File: src/rtl/pipe_ctrl_pkg.sv
// Shared definitions for the pipelined control unit: opcodes, ALU and branch
// codes, halt FSM states and the control bundle carried down the pipe.
package pipe_ctrl_pkg;

   localparam logic [3:0] OP_ADD    = 4'h0;
   localparam logic [3:0] OP_SUB    = 4'h1;
   localparam logic [3:0] OP_XOR    = 4'h2;
   localparam logic [3:0] OP_RED    = 4'h3;
   localparam logic [3:0] OP_SLL    = 4'h4;
   localparam logic [3:0] OP_SRA    = 4'h5;
   localparam logic [3:0] OP_ROR    = 4'h6;
   localparam logic [3:0] OP_PADDSB = 4'h7;
   localparam logic [3:0] OP_LW     = 4'h8;
   localparam logic [3:0] OP_SW     = 4'h9;
   localparam logic [3:0] OP_LLB    = 4'hA;
   localparam logic [3:0] OP_LHB    = 4'hB;
   localparam logic [3:0] OP_B      = 4'hC;
   localparam logic [3:0] OP_BR     = 4'hD;
   localparam logic [3:0] OP_PCS    = 4'hE;
   localparam logic [3:0] OP_HLT    = 4'hF;

   localparam logic [3:0] ALU_ADD    = 4'd0;
   localparam logic [3:0] ALU_SUB    = 4'd1;
   localparam logic [3:0] ALU_XOR    = 4'd2;
   localparam logic [3:0] ALU_RED    = 4'd3;
   localparam logic [3:0] ALU_SLL    = 4'd4;
   localparam logic [3:0] ALU_SRA    = 4'd5;
   localparam logic [3:0] ALU_ROR    = 4'd6;
   localparam logic [3:0] ALU_PADDSB = 4'd7;
   localparam logic [3:0] ALU_LLB    = 4'd8;
   localparam logic [3:0] ALU_LHB    = 4'd9;

   localparam logic [1:0] BR_PC2   = 2'd0;
   localparam logic [1:0] BR_PCIMM = 2'd1;
   localparam logic [1:0] BR_REG   = 2'd2;
   localparam logic [1:0] BR_HALT  = 2'd3;

   typedef enum logic [1:0] {
      ST_RUN    = 2'd0,
      ST_DRAIN  = 2'd1,
      ST_HALTED = 2'd2
   } state_e;

   // An all-zero bundle is a bubble.
   typedef struct packed {
      logic       valid;
      logic       regwrite;
      logic       alusrc;
      logic       alusext;
      logic       pcread;
      logic       memread;
      logic       memwrite;
      logic       memtoreg;
      logic [3:0] aluop;
      logic [1:0] branch;
   } ctrl_t;

endpackage

File: src/rtl/pipe_ctrl_decode.sv
// Combinational opcode decode: control bundle plus which register sources
// the instruction actually reads (used by the load-use hazard check).
module pipe_ctrl_decode
   import pipe_ctrl_pkg::*;
(
   input  logic [3:0] opcode,
   output ctrl_t      ctrl,
   output logic       src1_is_rd,
   output logic       use_src1,
   output logic       use_src2
);

   // Table decode; every field gets a default so unused opcodes decode to zeros.
   always_comb begin
      ctrl        = '0;
      ctrl.valid  = 1'b1;
      ctrl.aluop  = ALU_ADD;
      ctrl.branch = BR_PC2;
      src1_is_rd  = 1'b0;
      use_src1    = 1'b0;
      use_src2    = 1'b0;
      case (opcode)
         OP_ADD:    begin ctrl.regwrite = 1'b1; ctrl.aluop = ALU_ADD;    use_src1 = 1'b1; use_src2 = 1'b1; end
         OP_SUB:    begin ctrl.regwrite = 1'b1; ctrl.aluop = ALU_SUB;    use_src1 = 1'b1; use_src2 = 1'b1; end
         OP_XOR:    begin ctrl.regwrite = 1'b1; ctrl.aluop = ALU_XOR;    use_src1 = 1'b1; use_src2 = 1'b1; end
         OP_RED:    begin ctrl.regwrite = 1'b1; ctrl.aluop = ALU_RED;    use_src1 = 1'b1; use_src2 = 1'b1; end
         OP_SLL:    begin ctrl.regwrite = 1'b1; ctrl.alusrc = 1'b1; ctrl.aluop = ALU_SLL; use_src1 = 1'b1; end
         OP_SRA:    begin ctrl.regwrite = 1'b1; ctrl.alusrc = 1'b1; ctrl.aluop = ALU_SRA; use_src1 = 1'b1; end
         OP_ROR:    begin ctrl.regwrite = 1'b1; ctrl.alusrc = 1'b1; ctrl.aluop = ALU_ROR; use_src1 = 1'b1; end
         OP_PADDSB: begin ctrl.regwrite = 1'b1; ctrl.aluop = ALU_PADDSB; use_src1 = 1'b1; use_src2 = 1'b1; end
         OP_LW: begin
            ctrl.regwrite = 1'b1;
            ctrl.alusrc   = 1'b1;
            ctrl.memread  = 1'b1;
            ctrl.memtoreg = 1'b1;
            ctrl.aluop    = ALU_ADD;
            use_src1      = 1'b1;
         end
         OP_SW: begin
            ctrl.alusrc   = 1'b1;
            ctrl.memwrite = 1'b1;
            ctrl.aluop    = ALU_ADD;
            use_src1      = 1'b1;
            use_src2      = 1'b1;
         end
         OP_LLB: begin
            ctrl.regwrite = 1'b1;
            ctrl.alusrc   = 1'b1;
            ctrl.alusext  = 1'b1;
            ctrl.aluop    = ALU_LLB;
            src1_is_rd    = 1'b1;
            use_src1      = 1'b1;
         end
         OP_LHB: begin
            ctrl.regwrite = 1'b1;
            ctrl.alusrc   = 1'b1;
            ctrl.alusext  = 1'b1;
            ctrl.aluop    = ALU_LHB;
            src1_is_rd    = 1'b1;
            use_src1      = 1'b1;
         end
         OP_B:   begin ctrl.branch = BR_PCIMM; end
         OP_BR:  begin ctrl.branch = BR_REG; use_src1 = 1'b1; end
         OP_PCS: begin ctrl.regwrite = 1'b1; ctrl.pcread = 1'b1; end
         OP_HLT: begin ctrl.branch = BR_HALT; end
         default: begin ctrl.branch = BR_PC2; end
      endcase
   end

endmodule

File: src/rtl/pipe_ctrl.sv
// Pipelined control unit: decodes ID, carries the bundle through EX/MEM/WB,
// handles load-use stalls, branch flushes, memory freezes and halt draining.
module pipe_ctrl
   import pipe_ctrl_pkg::*;
#(
   parameter int RIDX_W       = 4,
   parameter int DRAIN_CYCLES = 3,
   parameter int R0_HARDWIRED = 1
)(
   input  logic              clk,
   input  logic              rst,
   input  logic              id_valid,
   input  logic [3:0]        id_opcode,
   input  logic [RIDX_W-1:0] id_rs,
   input  logic [RIDX_W-1:0] id_rt,
   input  logic [RIDX_W-1:0] id_rd,
   input  logic              ex_flush,
   input  logic              mem_stall,
   output logic              stall_if,
   output logic              ex_valid,
   output logic              ex_regwrite,
   output logic              ex_alusrc,
   output logic              ex_alusext,
   output logic              ex_pcread,
   output logic [3:0]        ex_aluop,
   output logic [1:0]        ex_branch,
   output logic [RIDX_W-1:0] ex_rd,
   output logic              mem_valid,
   output logic              mem_memread,
   output logic              mem_memwrite,
   output logic              mem_memtoreg,
   output logic              mem_regwrite,
   output logic [RIDX_W-1:0] mem_rd,
   output logic              wb_valid,
   output logic              wb_regwrite,
   output logic              wb_memtoreg,
   output logic [RIDX_W-1:0] wb_rd,
   output logic              halted
);

   localparam int               CNT_W    = (DRAIN_CYCLES < 2) ? 1 : $clog2(DRAIN_CYCLES + 1);
   localparam logic [CNT_W-1:0] CNT_LAST = CNT_W'(DRAIN_CYCLES - 1);

   ctrl_t             dec_ctrl;
   ctrl_t             id_ctrl;
   ctrl_t             ex_ctrl;
   logic              src1_is_rd;
   logic              use_src1;
   logic              use_src2;
   logic [RIDX_W-1:0] src1;
   logic              src1_hit;
   logic              src2_hit;
   logic              load_use;
   logic              id_advance;
   logic              halt_go;
   logic              drain_done;
   logic [CNT_W-1:0]  drain_cnt;
   state_e            state;
   state_e            state_next;

   pipe_ctrl_decode u_decode (
      .opcode     (id_opcode),
      .ctrl       (dec_ctrl),
      .src1_is_rd (src1_is_rd),
      .use_src1   (use_src1),
      .use_src2   (use_src2)
   );

   // A source only conflicts with a pending load when it is actually read;
   // register 0 optionally never conflicts since it cannot be written.
   assign src1     = src1_is_rd ? id_rd : id_rs;
   assign src1_hit = use_src1 && (src1 == ex_rd) && !((R0_HARDWIRED != 0) && (src1 == '0));
   assign src2_hit = use_src2 && (id_rt == ex_rd) && !((R0_HARDWIRED != 0) && (id_rt == '0));
   assign load_use = id_valid && ex_ctrl.valid && ex_ctrl.memread && (src1_hit || src2_hit);

   // The ID instruction enters EX only in RUN with nothing stalling or killing it.
   assign id_advance = (state == ST_RUN) && !mem_stall && !ex_flush && !load_use && id_valid;
   assign id_ctrl    = id_advance ? dec_ctrl : '0;
   assign halt_go    = id_advance && (id_opcode == OP_HLT);
   assign drain_done = (drain_cnt == CNT_LAST);

   assign ex_valid    = ex_ctrl.valid;
   assign ex_regwrite = ex_ctrl.regwrite;
   assign ex_alusrc   = ex_ctrl.alusrc;
   assign ex_alusext  = ex_ctrl.alusext;
   assign ex_pcread   = ex_ctrl.pcread;
   assign ex_aluop    = ex_ctrl.aluop;
   assign ex_branch   = ex_ctrl.branch;

   // Halt FSM state register; a memory freeze holds the state.
   always_ff @(posedge clk) begin
      if (rst) begin
         state <= ST_RUN;
      end else begin
         state <= state_next;
      end
   end

   // Halt FSM transitions: a committed HLT starts the drain, the drain counter ends it.
   always_comb begin
      state_next = state;
      if (!mem_stall) begin
         case (state)
            ST_RUN:    if (halt_go) state_next = ST_DRAIN;
            ST_DRAIN:  if (drain_done) state_next = ST_HALTED;
            ST_HALTED: state_next = ST_HALTED;
            default:   state_next = ST_RUN;
         endcase
      end
   end

   // FSM outputs: hold fetch on freeze, load-use (unless flushed) or any non-RUN state.
   always_comb begin
      stall_if = 1'b0;
      halted   = (state == ST_HALTED);
      if (!rst) begin
         stall_if = mem_stall || (state != ST_RUN) || (load_use && !ex_flush);
      end
   end

   // Drain counter counts only unfrozen cycles spent in DRAIN.
   always_ff @(posedge clk) begin
      if (rst) begin
         drain_cnt <= '0;
      end else if (!mem_stall) begin
         if (state == ST_DRAIN) begin
            drain_cnt <= drain_cnt + 1'b1;
         end else begin
            drain_cnt <= '0;
         end
      end
   end

   // Stage registers EX/MEM/WB advance together unless memory freezes the pipe.
   always_ff @(posedge clk) begin
      if (rst) begin
         ex_ctrl      <= '0;
         ex_rd        <= '0;
         mem_valid    <= 1'b0;
         mem_memread  <= 1'b0;
         mem_memwrite <= 1'b0;
         mem_memtoreg <= 1'b0;
         mem_regwrite <= 1'b0;
         mem_rd       <= '0;
         wb_valid     <= 1'b0;
         wb_regwrite  <= 1'b0;
         wb_memtoreg  <= 1'b0;
         wb_rd        <= '0;
      end else if (!mem_stall) begin
         ex_ctrl      <= id_ctrl;
         ex_rd        <= id_advance ? id_rd : '0;
         mem_valid    <= ex_ctrl.valid;
         mem_memread  <= ex_ctrl.memread;
         mem_memwrite <= ex_ctrl.memwrite;
         mem_memtoreg <= ex_ctrl.memtoreg;
         mem_regwrite <= ex_ctrl.regwrite;
         mem_rd       <= ex_rd;
         wb_valid     <= mem_valid;
         wb_regwrite  <= mem_regwrite;
         wb_memtoreg  <= mem_memtoreg;
         wb_rd        <= mem_rd;
      end
   end

endmodule

File: config.mk
export PLATFORM = sky130hd
export DESIGN_NAME = pipe_ctrl
export DESIGN_NICKNAME = d
export VERILOG_FILES = /design/src/rtl/pipe_ctrl_pkg.sv /design/src/rtl/pipe_ctrl_decode.sv /design/src/rtl/pipe_ctrl.sv
export SDC_FILE = /design/constraint.sdc
export NUM_CORES = 1
export LEC_CHECK = 0
export BUFFER_PORTS_ARGS = -buffer_cell sky130_fd_sc_hd__buf_2
export CORE_ASPECT_RATIO = 0.7
export CORE_MARGIN = 2
export CORE_UTILIZATION = 53
export CTS_BUF_LIST = sky130_fd_sc_hd__clkbuf_4
export CTS_CLUSTER_SIZE = 12
export DETAILED_ROUTE_END_ITERATION = 6
export PLACE_DENSITY = 0.91
export SLEW_MARGIN = 20
export SYNTH_ARGS = -nofsm -noshare
export SYNTH_HDL_FRONTEND = slang
export SYNTH_HIERARCHICAL = 1
export SYNTH_SLANG_ARGS = --single-unit
File: constraint.sdc
create_clock -name clk -period 2.82 [get_ports clk]
set_input_delay 0 -clock clk [delete_from_list [all_inputs] [get_ports clk]]
set_output_delay 0 -clock clk [all_outputs]
set_load 0.02 [all_outputs]
# ---- Yosys cells after proc, flatten, opt, wreduce, memory -nomap -nowiden
# Index checks and enable logic that the tools add are counted.
dict set report totals {
  wordCells 97
  ff_bits 38
}
dict set report classes {
  mux 18
  reduce_logical 32
  n_addsub 1
  n_bitwise 1
  eq_ne 22
}
# cell count
set op_table {}
lappend op_table {{$pmux W4 S9} 1}
lappend op_table {{$eq A4 B4 Y1 const B} 8}
lappend op_table {{$eq A4 B3 Y1 const B} 4}
lappend op_table {{$mux W14} 1}
lappend op_table {{$logic_and A1 B1 Y1} 13}
lappend op_table {{$reduce_or A13 Y1} 1}
lappend op_table {{$logic_not A4 Y1} 3}
lappend op_table {{$pmux W2 S3} 2}
lappend op_table {{$reduce_or A12 Y1} 1}
lappend op_table {{$mux W1} 9}
lappend op_table {{$eq A4 B2 Y1 const B} 2}
lappend op_table {{$eq A4 B4 Y1} 2}
lappend op_table {{$mux W4} 2}
lappend op_table {{$reduce_or A7 Y1} 1}
lappend op_table {{$mux W2} 3}
lappend op_table {{$reduce_or A6 Y1} 1}
lappend op_table {{$logic_not A1 Y1} 5}
lappend op_table {{$eq A2 B2 Y1 const B} 2}
lappend op_table {{$eq A4 B1 Y1 const B} 1}
lappend op_table {{$ne A2 B2 Y1 const B} 2}
lappend op_table {{$logic_or A1 B1 Y1} 3}
lappend op_table {{$reduce_and A3 Y1} 1}
lappend op_table {{$add A2 B1 Y2 const B} 1}
lappend op_table {{$eq A2 B1 Y1 const B} 1}
lappend op_table {{other kinds (4)} 4}

# ---- Logic depth before layout (Yosys ltp)
dict set report logic_depth {
  depth_word 15
  mapped_depth 12
  ltp_nobuf 8
}

# ---- Hierarchy
# Netlist, hierarchy kept.
# module cells_per_inst seq_area_each_um2 instances area_each_um2
set by_module_without_submodules {}
lappend by_module_without_submodules {pipe_ctrl 160 760.7 1 1642.8}
lappend by_module_without_submodules {pipe_ctrl_decode 30 0.0 1 155.1}

# ---- Worst setup path before layout
# Ideal clock, no wire load.
dict set report synth_timing {
  path_kind {input to register}
  startpoint {input port id_opcode[2]}
  endpoint {register ex_ctrl, in the netlist ex_alusext}
  stages 12
  t_arrival_ns 1.938
  path_slack_ns 0.766
  t_required_ns 2.703
  cell_sequence {buf_2 -> nand2b_1 -> nor2_1 -> buf_6 -> mux2i_1 -> xnor2_1 -> nor4_2 -> a31oi_1 -> o21a_1 -> buf_6 -> buf_8 -> a22o_1}
}
dict set report synth_between {
  elab_chain_len 13
  elab_cells_between_ends 33
  classes_between {eq/ne: 13; mux: 5; reduce/logical: 15}
}
# item line
set synth_rtl {}
lappend synth_rtl {{start: declaration} pipe_ctrl.sv:13} ;# input logic [3:0] id_opcode,
lappend synth_rtl {{$eq A4 B4 Y1} pipe_ctrl_decode.sv:22} ;# case (opcode)
lappend synth_rtl {{$reduce_or A2 Y1 (no source line) *} --}
lappend synth_rtl {{$mux W1 *} pipe_ctrl_decode.sv:22}
lappend synth_rtl {{net src1_is_rd} pipe_ctrl.sv:47} ;# logic src1_is_rd;
lappend synth_rtl {{$mux W4} pipe_ctrl.sv:71} ;# assign src1 = src1_is_rd ? id_rd : id_rs;
lappend synth_rtl {{$eq A4 B4 Y1 / $logic_not A4 Y1 (equally long branches)} pipe_ctrl.sv:72} ;# assign src1_hit = use_src1 && (src1 == ex_rd) && !((R0_HARDWIRED != 0) && (src1 == '0));
lappend synth_rtl {{$logic_and A1 B1 Y1 / $logic_not A1 Y1 (equally long branches)} pipe_ctrl.sv:72}
lappend synth_rtl {{$logic_and A1 B1 Y1} pipe_ctrl.sv:72}
lappend synth_rtl {{$logic_or A1 B1 Y1} pipe_ctrl.sv:74} ;# assign load_use = id_valid && ex_ctrl.valid && ex_ctrl.memread && (src1_hit || src2_hit);
lappend synth_rtl {{$logic_and A1 B1 Y1} pipe_ctrl.sv:74}
lappend synth_rtl {{$logic_not A1 Y1} pipe_ctrl.sv:77} ;# assign id_advance = (state == ST_RUN) && !mem_stall && !ex_flush && !load_use && id_valid;
lappend synth_rtl {{$logic_and A1 B1 Y1 (2 in a row)} pipe_ctrl.sv:77}
lappend synth_rtl {{$mux W14 *} pipe_ctrl.sv:78} ;# assign id_ctrl = id_advance ? dec_ctrl : '0;
lappend synth_rtl {{end signal: assignment} pipe_ctrl.sv:150} ;# ex_ctrl <= id_ctrl;
lappend synth_rtl {{end: declaration} pipe_ctrl.sv:46} ;# ctrl_t ex_ctrl;
# Mark *: on every way through the listed nets, which the timed path passes. The rest lies on a longest branch.
# A chain may end at the register's enable or synchronous reset.

# ---- Worst setup path in the final report
dict set report layout_timing {
  startpoint {input port id_opcode[2]}
  endpoint {output port stall_if}
}
dict set report layout_between {
  elab_chain_len 12
  elab_cells_between_ends 32
  classes_between {eq/ne: 13; mux: 5; reduce/logical: 14}
}
# item line
set layout_rtl {}
lappend layout_rtl {{$eq A4 B4 Y1} pipe_ctrl_decode.sv:22}
lappend layout_rtl {{$reduce_or A2 Y1 (no source line) *} --}
lappend layout_rtl {{$mux W1 *} pipe_ctrl_decode.sv:22}
lappend layout_rtl {{net src1_is_rd} pipe_ctrl.sv:47}
lappend layout_rtl {{$mux W4 *} pipe_ctrl.sv:71}
lappend layout_rtl {{$eq A4 B4 Y1 / $logic_not A4 Y1 (equally long branches)} pipe_ctrl.sv:72}
lappend layout_rtl {{$logic_and A1 B1 Y1 / $logic_not A1 Y1 (equally long branches)} pipe_ctrl.sv:72}
lappend layout_rtl {{$logic_and A1 B1 Y1 *} pipe_ctrl.sv:72}
lappend layout_rtl {{$logic_or A1 B1 Y1 *} pipe_ctrl.sv:74}
lappend layout_rtl {{$logic_and A1 B1 Y1 *} pipe_ctrl.sv:74}
lappend layout_rtl {{$logic_and A1 B1 Y1 *} pipe_ctrl.sv:117} ;# stall_if = mem_stall || (state != ST_RUN) || (load_use && !ex_flush);
lappend layout_rtl {{$logic_or A1 B1 Y1 *} pipe_ctrl.sv:117}
lappend layout_rtl {{$mux W1 *} pipe_ctrl.sv:116} ;# if (!rst) begin
lappend layout_rtl {{end: declaration} pipe_ctrl.sv:19} ;# output logic stall_if,
# Marks and branches as above.

==> impl_metrics.ini <==
[drt]
totalWireLength_mm = 3.75
drc_errors = 0
dr.pass1.iters = 4
vias = 1455
postRouteAntennaNets = 0
drtIter0Drc = 52
viasPerCell = 5.27
wl_per_cell_um = 13.6

[flow_run]
drv_cap = 0

[clocking]
cts_tree = built
htreeDepth = 2
cts.repair.resized = 0
clockRootBuffer = clkbuf_4
cts.sinks = 38
clock_latency_ns = 0.33
clk_pin_slew_ns = 0.10
clk_path_buf_depth = 2
cts_made_buffers = 5

[synthesis]
synth.mux.area_fraction_pct = 12.2
yosysSeqAreaShare_pct = 42.3
yosys.area.top_type = dfxtp_1
synth_top_family_by_area = simple AND/OR/NAND/NOR gates
synth.area.top_cells = dfxtp_1 (42%), mux2i_1 (12%), a22o_1 (8.8%)
yosysWarningCount = 6
synth_cell_type_count = 35
synthXorXnorAreaFrac_pct = 3.41
ys_ff_latch = 38
synth_cells = 190
synth.avg_cell_area_um2 = 9.46
synth_compound_area_share_pct = 13.5
syn-cell-area_um2 = 1800
synthSimpleGateAreaFrac_pct = 15.6
synth_edf_count = 0
ys_async_sr_fraction_pct = 0
syn_nets = 216
synth_fa_ha_area_share_pct = 4.11
yosys_most_used_dff = dfxtp_1
post-synth-top-area-fraction_pct = 42.3

[layout]
final.fill_count = 252
layout-drive-gt1-share_pct = 26.9
layout_commonest_cell = buf_2
final_cells = 276
fin_nets = 264
syn_to_final_growth_pct = 18.0
final_cell_mix = buf_2 (53), dfxtp_1 (38), nor2_1 (27), mux2i_1 (22), a22o_1 (18)
diodes = 0

[critical_path]
r2r_slack_ns = 0.92
critical_path_class = input pin to output port
worstPathRequired_ns = 2.82
crit_buf_inv = 2
crit_slowest_cell = nor2_1
cp_top_family = simple AND/OR/NAND/NOR gates
critPathLaunchType = input pin
crit_fanout = 10
critPathArrivalTime_ns = 2.28
rr_endpoint = ex_regwrite
cp_cell_sequence = buf_2 > nand2b_1 > nor2_1 > mux2i_1 > xnor2_1 > nor4_2 > a31oi_1 > o311a_1 > nor2_1 > buf_2
rr_worst_depth = 7
max_stage_delay_ns = 0.46
worst_setup_path_end_kind = output port
r2r_start = ex_rd[2]

[floorplanning]
core_area_um2 = 3190
ios = 54
die_w_um = 73.6
die_y_um = 52.7
row_count = 17
start_util_pct = 56.4
die_area_um2 = 3880

[power]
p_leak_nw = 1.00
ir_drop_mv = 0.331
pwr_density_cell_nw_per_um2 = 477

[sta]
max_slew_margin_pct = 62.6
slew_viol_final = 0
worst_slew_pin_slew_ns = 0.558
setup_viol = 0
clock_skew_ns = 0.00321
period_minus_slack_ns = 2.28
period_share_pct = 80.7
setup_tns_ns = 0
rsz0062_at_grt = no
report.final.hold_viol_count = 0
fmax_mhz = 440

[placed_design]
port-buffer-count = 53
hpwl_mm = 2.69
dp.cells = 265
gp_congestion = 0.882

[outcome]
status = finished clean

[global_route]
track_usage_pct = 20.5
antenna_found_initial = 0
grt_pass1_vias = 1281
grt-ovfl-total = 0
grt_pass1_wl_mm = 5.88
grt_max_degree = 26

[hold_path]
min_to = ex_regwrite
hp-start = id_opcode[3]
worstHoldPathCells = 3
hold_class = input pin to register
Yosys cell counts (all sizes together), types with 2 or more instances:
library cell	n
mux2i	22
inv	7
dfxtp	38
o21ai	4
nand2	8
nor2	27
nor3	5
a22o	18
xnor2	7
nand3	3
a21oi	5
nor2b	2
buf	13
ha	5
nand4	3
nand2b	5
clkbuf	5
worst reg2reg max path, stage by stage, from the launching register on:
cell and delay, ns:
dfxtp_1 0.50, nor3_1 0.08, or3_1 0.31, a21oi_1 0.16
a31oi_1 0.10, o21a_1 0.30, buf_12 0.18, a22o_1 0.18
state kept, by name, indices dropped and copies added (netlist names):
name and cells:
ex_branch 2, wb_valid 1, ex_rd 4, ex_alusext 1, mem_valid 1, wb_regwrite 1, mem_memwrite 1, ex_ctrl 3
ex_alusrc 1, state 2, ex_valid 1, mem_memread 1, ex_aluop 4, wb_rd 4, mem_regwrite 1, mem_memtoreg 1
ex_pcread 1, drain_cnt 2, ex_regwrite 1, wb_memtoreg 1, mem_rd 4
repair_timing:
action                     CTS  global route
hold endpoints to repair     4             0
buffers inserted             0             0
hold buffers                 4             0
setup endpoints to repair    0             0
through the flow:
| step | worst slack (ns) | utilization, % | hold slack [ns] | area (um^2) | power [mW] |
|---|---|---|---|---|---|
| detailed placement | 0.324 | 63.0 | 0.239 | 2010 | 0.669 |
| floorplan | 0.766 | - | 0.126 | 1800 | 0.636 |
| CTS | 0.557 | 66.5 | 0.0379 | 2120 | 1.02 |
| global placement | 0.454 | 63.0 | 0.238 | 2010 | 0.667 |
| finish | 0.545 | 66.5 | 0.0530 | 2120 | 1.01 |
| global route | 0.299 | 66.5 | 0.0564 | 2120 | 1.05 |
how the worst max path moves through the flow:
stage                 startpoint    endpoint  slack, ns  cells past startpoint
CTS                 id_opcode[2]    stall_if       0.56                     10
finish              id_opcode[2]    stall_if       0.54                     10
global route        id_opcode[2]    stall_if       0.30                     10
global placement    id_opcode[2]  ex_alusext       0.45                      9
floorplan           id_opcode[2]  ex_alusext       0.77                     12
detailed placement  id_opcode[2]   ex_alusrc       0.32                      9
where the power goes:
part | internal (mW) | leakage, nW | switching (mW) | total, mW
Combinational | 0.0496 | 0.655 | 0.0653 | 0.115
Sequential | 0.543 | 0.307 | 0.00605 | 0.549
Clock | 0.179 | 0.0387 | 0.169 | 0.349
layer usage:
layer  wire, um  vias to the layer above  GRT usage [%]
met3        177                        7           7.88
met1       1820                      670           26.2
met4         60                        0           7.27
met5          0                        -              0
met2       1700                       33           31.4
li1           -                      745              -
logic make-up (layout without fill, tap and decap cells):
kind of cell | count (synthesis) | in the layout
xor+xnor | 7 | 7
compound gates | 32 | 32
other cells | 1 | 1
simple gates | 59 | 59
mux | 22 | 22
flops | 38 | 38
fa+ha+maj | 6 | 6
buf+inv | 25 | 73
cell type report:
type | instances | area [um^2] | area share, %
Multi-Input combinational cell | 127 | 882 | 41.6
Sequential cell | 38 | 761 | 35.9
Timing Repair Buffer | 59 | 333 | 15.7
Tap cell | 38 | 47.5 | 2.24
Clock buffer | 5 | 37.5 | 1.77
Clock inverter | 2 | 33.8 | 1.59
Inverter | 7 | 26.3 | 1.24
Power figures use the tool's default switching activity.
